<file path="src/rtl/calc_entry_if.sv">
// Keypad-to-calculator bus: key strobe, key code and entry mode in; operands, result and display value out.
// Latency: n/a (wiring only); all outputs are registered inside calc_entry.
// Backpressure: none; the engine accepts one key per sel pulse, every cycle.
// Ports: master (cursor/keypad side) drives sel, val, dec_mode; slave (calc_entry) drives the rest.
interface calc_entry_if #(
  parameter int W = 16
);
  logic         sel;
  logic [4:0]   val;
  logic         dec_mode;
  logic         restriction;
  logic [W-1:0] op_a;
  logic [W-1:0] op_b;
  logic [2:0]   opcode;
  logic [W-1:0] result;
  logic [W-1:0] disp;
  logic [1:0]   state;
  logic         err;

  modport master (
    output sel, val, dec_mode,
    input  restriction, op_a, op_b, opcode, result, disp, state, err
  );

  modport slave (
    input  sel, val, dec_mode,
    output restriction, op_a, op_b, opcode, result, disp, state, err
  );
endinterface

</file>
<file path="src/rtl/calc_entry.sv">
// Operand/operator entry engine: builds A and B from digit keys, latches the operator, computes on EXE.
// Latency: 1 cycle from a sel pulse (or dec_mode change) to every output, result included.
// Backpressure: none; each sel cycle is consumed immediately, sel=0 holds all state.
// Ports: clk, rst (async, active-high); bus = calc_entry_if.slave (sel/val/dec_mode in,
//   restriction/op_a/op_b/opcode/result/disp/state/err out).
// Build option: define CALC_OVF_FLAG_EN to get the overflow flag on err; otherwise err is tied low.
// The interface instance must use the same W as this module.
module calc_entry #(
  parameter int W          = 16,
  parameter int MAX_DIGITS = 4
) (
  input  logic          clk,
  input  logic          rst,
  calc_entry_if.slave   bus
);

  localparam int CW = $clog2(MAX_DIGITS + 1);

  typedef enum logic [1:0] {
    S_A   = 2'd0,
    S_B   = 2'd1,
    S_RES = 2'd2
  } state_t;

  localparam logic [4:0] K_ADD = 5'h10;
  localparam logic [4:0] K_MUL = 5'h11;
  localparam logic [4:0] K_AND = 5'h12;
  localparam logic [4:0] K_EXE = 5'h13;
  localparam logic [4:0] K_SUB = 5'h14;
  localparam logic [4:0] K_OR  = 5'h15;
  localparam logic [4:0] K_CE  = 5'h16;
  localparam logic [4:0] K_CLR = 5'h17;

  localparam logic [2:0] OPC_ADD = 3'd0;
  localparam logic [2:0] OPC_SUB = 3'd1;
  localparam logic [2:0] OPC_MUL = 3'd2;
  localparam logic [2:0] OPC_AND = 3'd3;
  localparam logic [2:0] OPC_OR  = 3'd4;

  state_t        st;
  logic [W-1:0]  op_a_q;
  logic [W-1:0]  op_b_q;
  logic [W-1:0]  result_q;
  logic [W-1:0]  disp_q;
  logic [2:0]    opcode_q;
  logic [CW-1:0] cnt;
  logic          restr_q;

  // ---------------- key decode ----------------
  logic         is_digit, is_op, is_exe, is_ce, is_clr;
  logic [3:0]   digit;
  logic [2:0]   key_opc;
  logic         digit_legal;
  logic         cnt_room;
  logic         mode_chg;
  logic         do_clr;

  always_comb begin
    is_digit = ~bus.val[4];
    digit    = bus.val[3:0];
    is_op    = 1'b0;
    key_opc  = OPC_ADD;
    case (bus.val)
      K_ADD:   begin is_op = 1'b1; key_opc = OPC_ADD; end
      K_SUB:   begin is_op = 1'b1; key_opc = OPC_SUB; end
      K_MUL:   begin is_op = 1'b1; key_opc = OPC_MUL; end
      K_AND:   begin is_op = 1'b1; key_opc = OPC_AND; end
      K_OR:    begin is_op = 1'b1; key_opc = OPC_OR;  end
      default: begin is_op = 1'b0; key_opc = OPC_ADD; end
    endcase
    is_exe = (bus.val == K_EXE);
    is_ce  = (bus.val == K_CE);
    is_clr = (bus.val == K_CLR);
  end

  // Decimal mode rejects A..F outright; the digit-count limit is applied separately
  // because a digit in S_RES starts a fresh operand regardless of cnt.
  assign digit_legal = is_digit && (!restr_q || (digit <= 4'd9));
  assign cnt_room    = (cnt != CW'(MAX_DIGITS));

  // restr_q doubles as the previous dec_mode sample, so a mismatch is the mode edge.
  assign mode_chg = (bus.dec_mode != restr_q);

  // CE in S_RES is a full clear; a mode edge wins over any key in the same cycle.
  assign do_clr = mode_chg ||
                  (bus.sel && (is_clr || (is_ce && (st == S_RES))));

  // ---------------- digit accumulation ----------------
  logic [W-1:0] acc_src;
  logic [W-1:0] acc_scaled;
  logic [W-1:0] acc_next;
  logic [W-1:0] digit_ext;

  assign digit_ext  = W'(digit);
  assign acc_src    = (st == S_B) ? op_b_q : op_a_q;
  // x*10 = x*8 + x*2; x*16 is a plain shift. Both truncate to W bits.
  assign acc_scaled = restr_q ? ((acc_src << 3) + (acc_src << 1)) : (acc_src << 4);
  assign acc_next   = acc_scaled + digit_ext;

  // ---------------- ALU ----------------
  // In S_RES a repeated EXE operates on the previous result instead of A.
  logic [W-1:0] alu_x;
  logic [W-1:0] alu_y;
  logic [W-1:0] add_lo;
  logic [W-1:0] mul_lo;
  logic [W-1:0] alu_out;

  assign alu_x = (st == S_RES) ? result_q : op_a_q;
  assign alu_y = op_b_q;

`ifdef CALC_OVF_FLAG_EN
  logic [W:0]     sum_full;
  logic [2*W-1:0] prod_full;
  logic           alu_ovf;
  logic           err_q;

  assign sum_full  = {1'b0, alu_x} + {1'b0, alu_y};
  assign prod_full = {{W{1'b0}}, alu_x} * {{W{1'b0}}, alu_y};
  assign add_lo    = sum_full[W-1:0];
  assign mul_lo    = prod_full[W-1:0];

  always_comb begin
    alu_ovf = 1'b0;
    case (opcode_q)
      OPC_ADD: alu_ovf = sum_full[W];
      OPC_SUB: alu_ovf = (alu_x < alu_y);
      OPC_MUL: alu_ovf = |prod_full[2*W-1:W];
      default: alu_ovf = 1'b0;
    endcase
  end

  // err follows the same key events as the main FSM; kept separate so the
  // disabled build carries no trace of it.
  always_ff @(posedge clk or posedge rst) begin
    if (rst) begin
      err_q <= 1'b0;
    end else if (do_clr) begin
      err_q <= 1'b0;
    end else if (bus.sel) begin
      if (is_exe && (st != S_A))
        err_q <= alu_ovf;
      else if ((st == S_RES) && digit_legal)
        err_q <= 1'b0;
    end
  end

  assign bus.err = err_q;
`else
  assign add_lo  = alu_x + alu_y;
  assign mul_lo  = alu_x * alu_y;
  assign bus.err = 1'b0;
`endif

  always_comb begin
    alu_out = '0;
    case (opcode_q)
      OPC_ADD: alu_out = add_lo;
      OPC_SUB: alu_out = alu_x - alu_y;
      OPC_MUL: alu_out = mul_lo;
      OPC_AND: alu_out = alu_x & alu_y;
      OPC_OR:  alu_out = alu_x | alu_y;
      default: alu_out = '0;
    endcase
  end

  // ---------------- entry FSM ----------------
  // disp is registered alongside the value it mirrors, so each branch sets it
  // to what the display should show in the new state.
  always_ff @(posedge clk or posedge rst) begin
    if (rst) begin
      st       <= S_A;
      op_a_q   <= '0;
      op_b_q   <= '0;
      result_q <= '0;
      disp_q   <= '0;
      opcode_q <= OPC_ADD;
      cnt      <= '0;
      restr_q  <= 1'b0;
    end else begin
      restr_q <= bus.dec_mode;
      if (do_clr) begin
        st       <= S_A;
        op_a_q   <= '0;
        op_b_q   <= '0;
        result_q <= '0;
        disp_q   <= '0;
        opcode_q <= OPC_ADD;
        cnt      <= '0;
      end else if (bus.sel) begin
        case (st)
          S_A: begin
            if (digit_legal && cnt_room) begin
              op_a_q <= acc_next;
              disp_q <= acc_next;
              cnt    <= cnt + CW'(1);
            end else if (is_op) begin
              opcode_q <= key_opc;
              op_b_q   <= '0;
              cnt      <= '0;
              disp_q   <= op_a_q;
              st       <= S_B;
            end else if (is_ce) begin
              op_a_q <= '0;
              cnt    <= '0;
              disp_q <= '0;
            end
          end
          S_B: begin
            if (digit_legal && cnt_room) begin
              op_b_q <= acc_next;
              disp_q <= acc_next;
              cnt    <= cnt + CW'(1);
            end else if (is_op) begin
              // Operator may only be corrected before any B digit is typed.
              if (cnt == '0)
                opcode_q <= key_opc;
            end else if (is_exe) begin
              result_q <= alu_out;
              disp_q   <= alu_out;
              st       <= S_RES;
            end else if (is_ce) begin
              op_b_q <= '0;
              cnt    <= '0;
              disp_q <= op_a_q;
            end
          end
          S_RES: begin
            if (digit_legal) begin
              op_a_q <= digit_ext;
              disp_q <= digit_ext;
              cnt    <= CW'(1);
              st     <= S_A;
            end else if (is_op) begin
              op_a_q   <= result_q;
              opcode_q <= key_opc;
              op_b_q   <= '0;
              cnt      <= '0;
              disp_q   <= result_q;
              st       <= S_B;
            end else if (is_exe) begin
              op_a_q   <= result_q;
              result_q <= alu_out;
              disp_q   <= alu_out;
            end
          end
          default: st <= S_A;
        endcase
      end
    end
  end

  assign bus.restriction = restr_q;
  assign bus.op_a        = op_a_q;
  assign bus.op_b        = op_b_q;
  assign bus.opcode      = opcode_q;
  assign bus.result      = result_q;
  assign bus.disp        = disp_q;
  assign bus.state       = st;

endmodule

</file>
<file path="src/flat_wrapper.sv">
// flat-port wrapper written by rule: the top's interface ports become plain ports
module calc_entry_flat 
#(
  parameter int W          = 16,
  parameter int MAX_DIGITS = 4
)
  (clk, rst, bus_sel, bus_val, bus_dec_mode, bus_restriction, bus_op_a, bus_op_b, bus_opcode, bus_result, bus_disp, bus_state, bus_err);
  calc_entry_if #(.W(W)) bus_i ();
  input  logic clk;
  input  logic rst;
  input wire logic [$bits(bus_i.sel)-1:0] bus_sel;
  input wire logic [$bits(bus_i.val)-1:0] bus_val;
  input wire logic [$bits(bus_i.dec_mode)-1:0] bus_dec_mode;
  output wire logic [$bits(bus_i.restriction)-1:0] bus_restriction;
  output wire logic [$bits(bus_i.op_a)-1:0] bus_op_a;
  output wire logic [$bits(bus_i.op_b)-1:0] bus_op_b;
  output wire logic [$bits(bus_i.opcode)-1:0] bus_opcode;
  output wire logic [$bits(bus_i.result)-1:0] bus_result;
  output wire logic [$bits(bus_i.disp)-1:0] bus_disp;
  output wire logic [$bits(bus_i.state)-1:0] bus_state;
  output wire logic [$bits(bus_i.err)-1:0] bus_err;
  assign bus_i.sel = bus_sel;
  assign bus_i.val = bus_val;
  assign bus_i.dec_mode = bus_dec_mode;
  assign bus_restriction = bus_i.restriction;
  assign bus_op_a = bus_i.op_a;
  assign bus_op_b = bus_i.op_b;
  assign bus_opcode = bus_i.opcode;
  assign bus_result = bus_i.result;
  assign bus_disp = bus_i.disp;
  assign bus_state = bus_i.state;
  assign bus_err = bus_i.err;
  calc_entry #(.W(W), .MAX_DIGITS(MAX_DIGITS)) u_core (.clk(clk), .rst(rst), .bus(bus_i));
endmodule
</file>
<file path="config.mk">
export PLATFORM = sky130hd
export DESIGN_NAME = calc_entry_flat
export DESIGN_NICKNAME = d
export VERILOG_FILES = /design/src/rtl/calc_entry_if.sv /design/src/rtl/calc_entry.sv /design/src/flat_wrapper.sv
export SDC_FILE = /design/constraint.sdc
export NUM_CORES = 1
export LEC_CHECK = 0
export CAP_MARGIN = 20
export CORE_MARGIN = 2
export CORE_UTILIZATION = 25
export CTS_CLUSTER_SIZE = 16
export DETAILED_ROUTE_END_ITERATION = 10
export PLACE_DENSITY_LB_ADDON = 0.1
export SLEW_MARGIN = 10
export SYNTH_ARGS = -nofsm -noshare
export SYNTH_HDL_FRONTEND = slang
export SYNTH_SLANG_ARGS = --single-unit
</file>
<file path="constraint.sdc">
create_clock -name clk -period 6.1 [get_ports clk]
set_input_delay 1.22 -clock clk [delete_from_list [all_inputs] [get_ports clk]]
set_output_delay 1.22 -clock clk [all_outputs]
set_load 0.03 [all_outputs]
</file>
-- Yosys cells after proc, flatten, opt, wreduce, memory -nomap -nowiden
Index checks and enable logic that the tools add are counted.
- ROM bits: 0
- RAM bits: 0
- word-level logic and storage cells: 145
- output and inout port bits: 71
- bits of input ports: 9
- latch bits: 0
- register bits: 73
- memories: 0
- eq/ne operators: 32
- reductions and logical operators: 23
- bitwise operators: 3
- magnitude comparators: 1
- multiplexer cells: 72
- shift-type cells: 0
- divide/modulo/power cells: 0
- add/subtract/negate cells: 5
- $mul: 1
- operators with widths (kind ; count):
    16-bit 2-to-1 mux ; 35
    16-bit case mux with 3 select lines ; 2
    16-bit case mux with 5 select lines ; 1
    16-bit case mux with 2 select lines ; 2
    3-bit 2-to-1 mux ; 18
    5-bit == test, second input constant ; 8
    16-bit adder ; 2
    3-bit case mux with 3 select lines ; 2
    16-bit by 4-bit adder with 16-bit output ; 1
    16-bit AND ; 1
    16-bit by 16-bit multiplier with 16-bit output ; 1
    2-bit 2-to-1 mux ; 8
    16-bit bitwise OR ; 1
    16-bit subtractor ; 1
    15-bit 2-to-1 mux ; 1
    5-bit AND reduction ; 3
    7-bit AND reduction ; 2
    4-bit != test, second input constant ; 3
    3-bit case mux with 4 select lines ; 1
    5-bit by 1-bit != test with 1-bit output, second input constant ; 2
    3-bit by 2-bit != test with 1-bit output, second input constant ; 3
    3-bit != test, second input constant ; 3
    4-bit by 1-bit != test with 1-bit output, second input constant ; 2
    3-bit by 2-bit == test with 1-bit output, second input constant ; 2
    other kinds (24) ; 32

-- Depth between registers and ports, before layout
- depth in word-level cells: 10
- mapped depth: 28
- mapped depth without buffers: 26

-- Least setup slack after synthesis
Ideal clock, no wire load.
- path kind: reg2reg
- start point: register u_core.st[0] (netlist: u_core.bus.state[0])
- end point: register u_core.disp_q[13] (netlist: u_core.bus.disp[13])
- setup time: 0.122 ns
- cell stages (with the launch flop): 27
- arrival: 6.626 ns
- path buffers: 3
- required time: 5.978 ns
- setup slack: -0.647 ns
- cell sequence: dfrtp_1 > inv_1 > ha_1 > buf_6 > buf_4 > mux2i_1 > inv_1 > clkbuf_1 > and2_1 > fa_1 > fa_1 > ha_1 > fa_1 > inv_1 > fa_1 > fa_1 > inv_1 > ha_1 > or2_2 > a21oi_1 > a21oi_1 > a211oi_1 > xnor2_1 > a21boi_0 > o21ai_0 > a221o_1 > a32o_1
- longest elaborated chain between the ends: 10
- ends and longest elaborated chain (item ; RTL line ; RTL):
    start: declaration ; calc_entry.sv:40 ; state_t st;
    start signal: assignment ; calc_entry.sv:171 ; st <= S_A;
    start signal: assignment ; calc_entry.sv:182 ; st <= S_A;
    start signal: assignment ; calc_entry.sv:201 ; st <= S_B;
    2-bit == test ; calc_entry.sv:86, calc_entry.sv:108, calc_entry.sv:190 ;
    16-bit 2-to-1 mux ; calc_entry.sv:108 ; assign alu_x = (st == S_RES) ? result_q : op_a_q;
    16-bit by 16-bit multiplier with 16-bit output (tied with other cells) ; calc_entry.sv:150 ; assign mul_lo = alu_x * alu_y;
    16-bit case mux with 5 select lines ; calc_entry.sv:156 ; case (opcode_q)
    16-bit 2-to-1 mux, on equally long branches ; calc_entry.sv:240, calc_entry.sv:217 ;
    16-bit 2-to-1 mux, on equally long branches ; calc_entry.sv:233, calc_entry.sv:213 ;
    16-bit 2-to-1 mux, on equally long branches ; calc_entry.sv:228, calc_entry.sv:209 ;
    16-bit case mux with 3 select lines ; calc_entry.sv:190 ; case (st)
    16-bit 2-to-1 mux ; calc_entry.sv:189 ; end else if (bus.sel) begin
    16-bit 2-to-1 mux ; calc_entry.sv:181 ; if (do_clr) begin
    end signal: assignment ; calc_entry.sv:194 ; disp_q <= acc_next;
    end signal: assignment ; calc_entry.sv:200 ; disp_q <= op_a_q;
    end signal: assignment ; calc_entry.sv:230 ; disp_q <= digit_ext;
    end: declaration ; calc_entry.sv:44 ; logic [W-1:0] disp_q;
Several ways; a longest one is shown, not always the timed one. The select of a mux whose other input is x is not followed.
A chain may end at the register's enable or synchronous reset.

-- Final worst setup path
Same ends and word-level chain as after synthesis.

==> flow_summary_export.csv <==
group,metric,value,unit
outcome,status,"finished with violations",
outcome,failed_checks,"setup timing",
sta,rsz0062_at_grt,"true",
routing,drt-vias-per-instance,5.11,
final_layout,antenna_cells,0,
global_routing,antenna_found_initial,1,
place,pre_cts_ws,-394,ps
sta,worst_pin_slew,1020,ps
worst_setup_path,critPathLaunchType,"flop",
routing,drc_errors,0,
worst_setup_path,worstPathArrival,6560,ps
global_routing,grt_pass1_wl,72.9,mm
sta,max_freq,0.158,GHz
worst_setup_path,crit_type,"reg -> reg",
pwr,vdd_drop_max,0.189,mV
synth,synth.net_count,1579,
sta,fin_skew,9.84,ps
global_routing,grtUsageTotal,20.4,%
synth,syn_inst,1399,
worst_setup_path,worst-r2r-setup-slack,-220,ps
final_layout,finalNetCount,1764,
sta,hold_viol,0,
routing,wl_per_cell,22.0,µm
worst_setup_path,end_kind,"flop",
clock_network,htreeDepth,3,
synth,yosys_warnings,0,
worst_setup_path,cp_common_cell,"fa_1",
synth,ys.flop_type,"dfrtp_1",
final_layout,final_cells,2189,
place,placedCellCount,2152,
clock_network,cts_tree,"built",
synth,synth-edff-count,0,
final_layout,drive_gt1_share,22.3,%
global_routing,grt_pass1_vias,11307,
sta,setup_ws,-215,ps
global_routing,grt_remaining_overflow,0,
pwr,cellPowerDensity,316,mW/mm²
synth,synth_top_area_cell,"dfrtp_1",
worst_setup_path,crit_path_end,"u_core.bus.disp[13]$_DFFE_PP0P_",
clock_network,clk_pin_slew,70,ps
synth,avgSynthCellArea,8.12,µm²
global_routing,grt_max_degree,48,
worst_setup_path,r2r-end,"u_core.bus.disp[13]$_DFFE_PP0P_",
floorplan,die_y,217,µm
routing,first_pass_iters,5,
pwr,finalPower,4730,µW
floorplan,initial_core_util,25.2,%
clock_network,clk_path_buf_depth,2,
min_path,worstHoldStart,"u_core.bus.disp[0]$_DFFE_PP0P_",
floorplan,io_pins,80,
place,port_buffers,78,
floorplan,dieArea,0.0472,mm²
run,drv_cap,0,
worst_setup_path,crit_required,6340,ps
synth,async_reset_ff_share,100,%
synth,synth.area.top_cells,"dfrtp_1 (16%), fa_1 (15%), ha_1 (9.7%)",
place,gp_congestion,0.872,
worst_setup_path,timing.rr.start,"u_core.bus.state[0]$_DFFE_PP0P_",
synth,yosysMostFrequentCell,"nand2_1",
sta,finalMaxSlewViolations,0,
floorplan,rows,78,
pwr,leakage,0.00644,µW
clock_network,cts.sinks,73,
routing,drt_iter0_markers,836,
worst_setup_path,cpPeakStageDelay,520,ps
sta,layout_min_cycle_time,6320,ps
floorplan,core,0.0451,mm²
routing,wl,48.2,mm
sta,setup_viol,10,
routing,ant_nets,0,
worst_setup_path,path_cells,"inv_2 -> ha_4 -> buf_12 -> buf_6 -> mux2_4 -> buf_4 -> nand2_1 -> fa_1 -> fa_1 -> fa_1 -> fa_1 -> inv_1 -> fa_1 -> inv_1 -> fa_1 -> inv_2 -> ha_4 -> and3_4 -> a211oi_4 -> xnor2_2 -> a21boi_1 -> o21ai_2 -> a221o_1 -> a32o_1",
synth,yosys_register_bits,73,
min_path,hold_class,"reg -> reg",
final_layout,area_delta_synth_final,31.8,%
worst_setup_path,ff2ff_path_depth,24,
synth,ys_top_cells_by_count,"nand2_1 (188), inv_1 (138), ha_1 (88)",
clock_network,cts_buffers,9,
synth,yosysSeqAreaShare,16.1,%
synth,synth.cell_area,0.0114,mm²
final_layout,fillers,4807,
sta,slew_headroom,31.0,%
sta,fin_crit_sh,104,%
clock_network,clk_latency,360,ps
worst_setup_path,worstSetupStartpoint,"u_core.bus.state[0]$_DFFE_PP0P_",
worst_setup_path,crit_fanout,5,
synth,synth_top_area_share,16.1,%
sta,whs,482,ps
synth,synth_cell_types,86,
floorplan,die_x,217,µm
place,hpwl,38.3,mm
routing,vias,11178,
worst_setup_path,slowest_stage,"fa_1",
clock_network,root_buffer,"clkbuf_16",
-- layout by cell type (no fill, tap or decap), types with 8 or more instances in the layout --
cell / Yosys / routed
nand2_1: 188 / 181
buf_4: 2 / 158
inv_1: 138 / 125
nor2_1: 82 / 81
clkdlybuf4s50_1: 0 / 78
fa_1: 83 / 76
o21ai_0: 87 / 75
ha_1: 88 / 73
dfrtp_1: 73 / 71
a21oi_1: 60 / 51
xnor2_1: 51 / 47
and2_1: 54 / 44
a22o_1: 25 / 25
o31ai_1: 28 / 25
xor2_1: 26 / 23
a211oi_1: 21 / 17
mux2_2: 19 / 15
a21o_1: 14 / 14
inv_2: 4 / 14
buf_6: 2 / 14
nand2b_1: 14 / 13
mux2i_1: 17 / 13
nand3_1: 16 / 12
o21ai_1: 6 / 12
a22oi_1: 12 / 12
ha_4: 0 / 12
nor3_1: 14 / 11
o22ai_1: 13 / 11
nor2b_1: 10 / 10
and2_4: 0 / 10
o21a_1: 9 / 9
o211ai_1: 9 / 9
a221oi_1: 12 / 9
a32o_1: 9 / 9
clkbuf_16: 0 / 9
and3_1: 9 / 8
o221ai_1: 8 / 8
a31oi_1: 9 / 8
-- state kept, by name (all words and copies together) (netlist names) --
signal and count:
u_core.bus.op_b 16, u_core.bus.op_a 16, u_core.bus.opcode 3, u_core.bus.result 16, u_core.bus.state 2, u_core.bus.restriction 1, u_core.bus.disp 16, u_core.cnt 3
-- area by class of cell --
class,instances,area (µm²),area share (%)
tap,600,751,5.01
multi-input combinational,1101,9310,62.1
sequential,73,1830,12.2
inverter,144,552,3.68
clock inverter,5,80.1,0.535
clock buffer,11,243,1.62
timing repair buffer,255,2220,14.8
-- routing by layer --
layer	vias up	GRT usage [%]	part of all wire (%)
li1	5251	-	-
met1	5516	27.6	46
met2	349	34.0	47
met3	60	2.10	4.6
met4	2	6.76	2.7
met5	-	0	0.025
-- worst max-delay path, delay by kind of cell, from the launching register on --
family	cells	cell delay, ps
and+or+nand+nor	2	240
adders and majority gates	8	3310
AOI/OAI and AO/OA	5	1120
muxes	1	340
buffers and inverters	7	620
DFF	1	400
xor gates and xnor gates	1	150
-- power by group --
part           internal [µW]  total (µW)  switching [µW]
clock                    369         593             225
combinational           1410        3440            2030
sequential               590         700             110
total                   2370        4730            2360
-- kinds of logic after synthesis --
family	Yosys count	synth area share (%)
XOR/XNOR	80	6.42
buffers and inverters	225	7.76
flip-flops	73	16.1
other	1	0.0330
AO/OA/AOI/OAI	383	23.9
multiplexers	41	3.99
adder cells (fa/ha/maj)	171	24.3
AND/OR/NAND/NOR	425	17.5
-- timing repair --
action,CTS,global route
gates resized for setup,66,70
setup buffers,12,10
pin swaps,59,56
endpoints found under the setup margin,15,18
hold buffers,0,0
-- stage by stage --
step           util, %  setup TNS (ps)  cell area [µm²]
2_1_floorplan        -            -142            11500
3_3_place_gp      30.8           -2740            13900
3_5_place_dp      30.8           -3230            13900
4_1_cts           32.3           -1610            14600
5_1_grt           33.2           -3880            15000
6_report          33.2           -1220            15000
-- worst min path at each step --
stage | endpoint | cells after the start
final | u_core.bus.disp[0]$_DFFE_PP0P_ | 1
after global routing | u_core.bus.disp[2]$_DFFE_PP0P_ | 2
after CTS | u_core.bus.disp[2]$_DFFE_PP0P_ | 2
after detailed placement | u_core.bus.disp[2]$_DFFE_PP0P_ | 2
after global placement | u_core.bus.disp[0]$_DFFE_PP0P_ | 1
after floorplan | u_core.cnt[1]$_DFFE_PP0P_ | 2
Note: power is estimated with default switching activity, not from simulation.
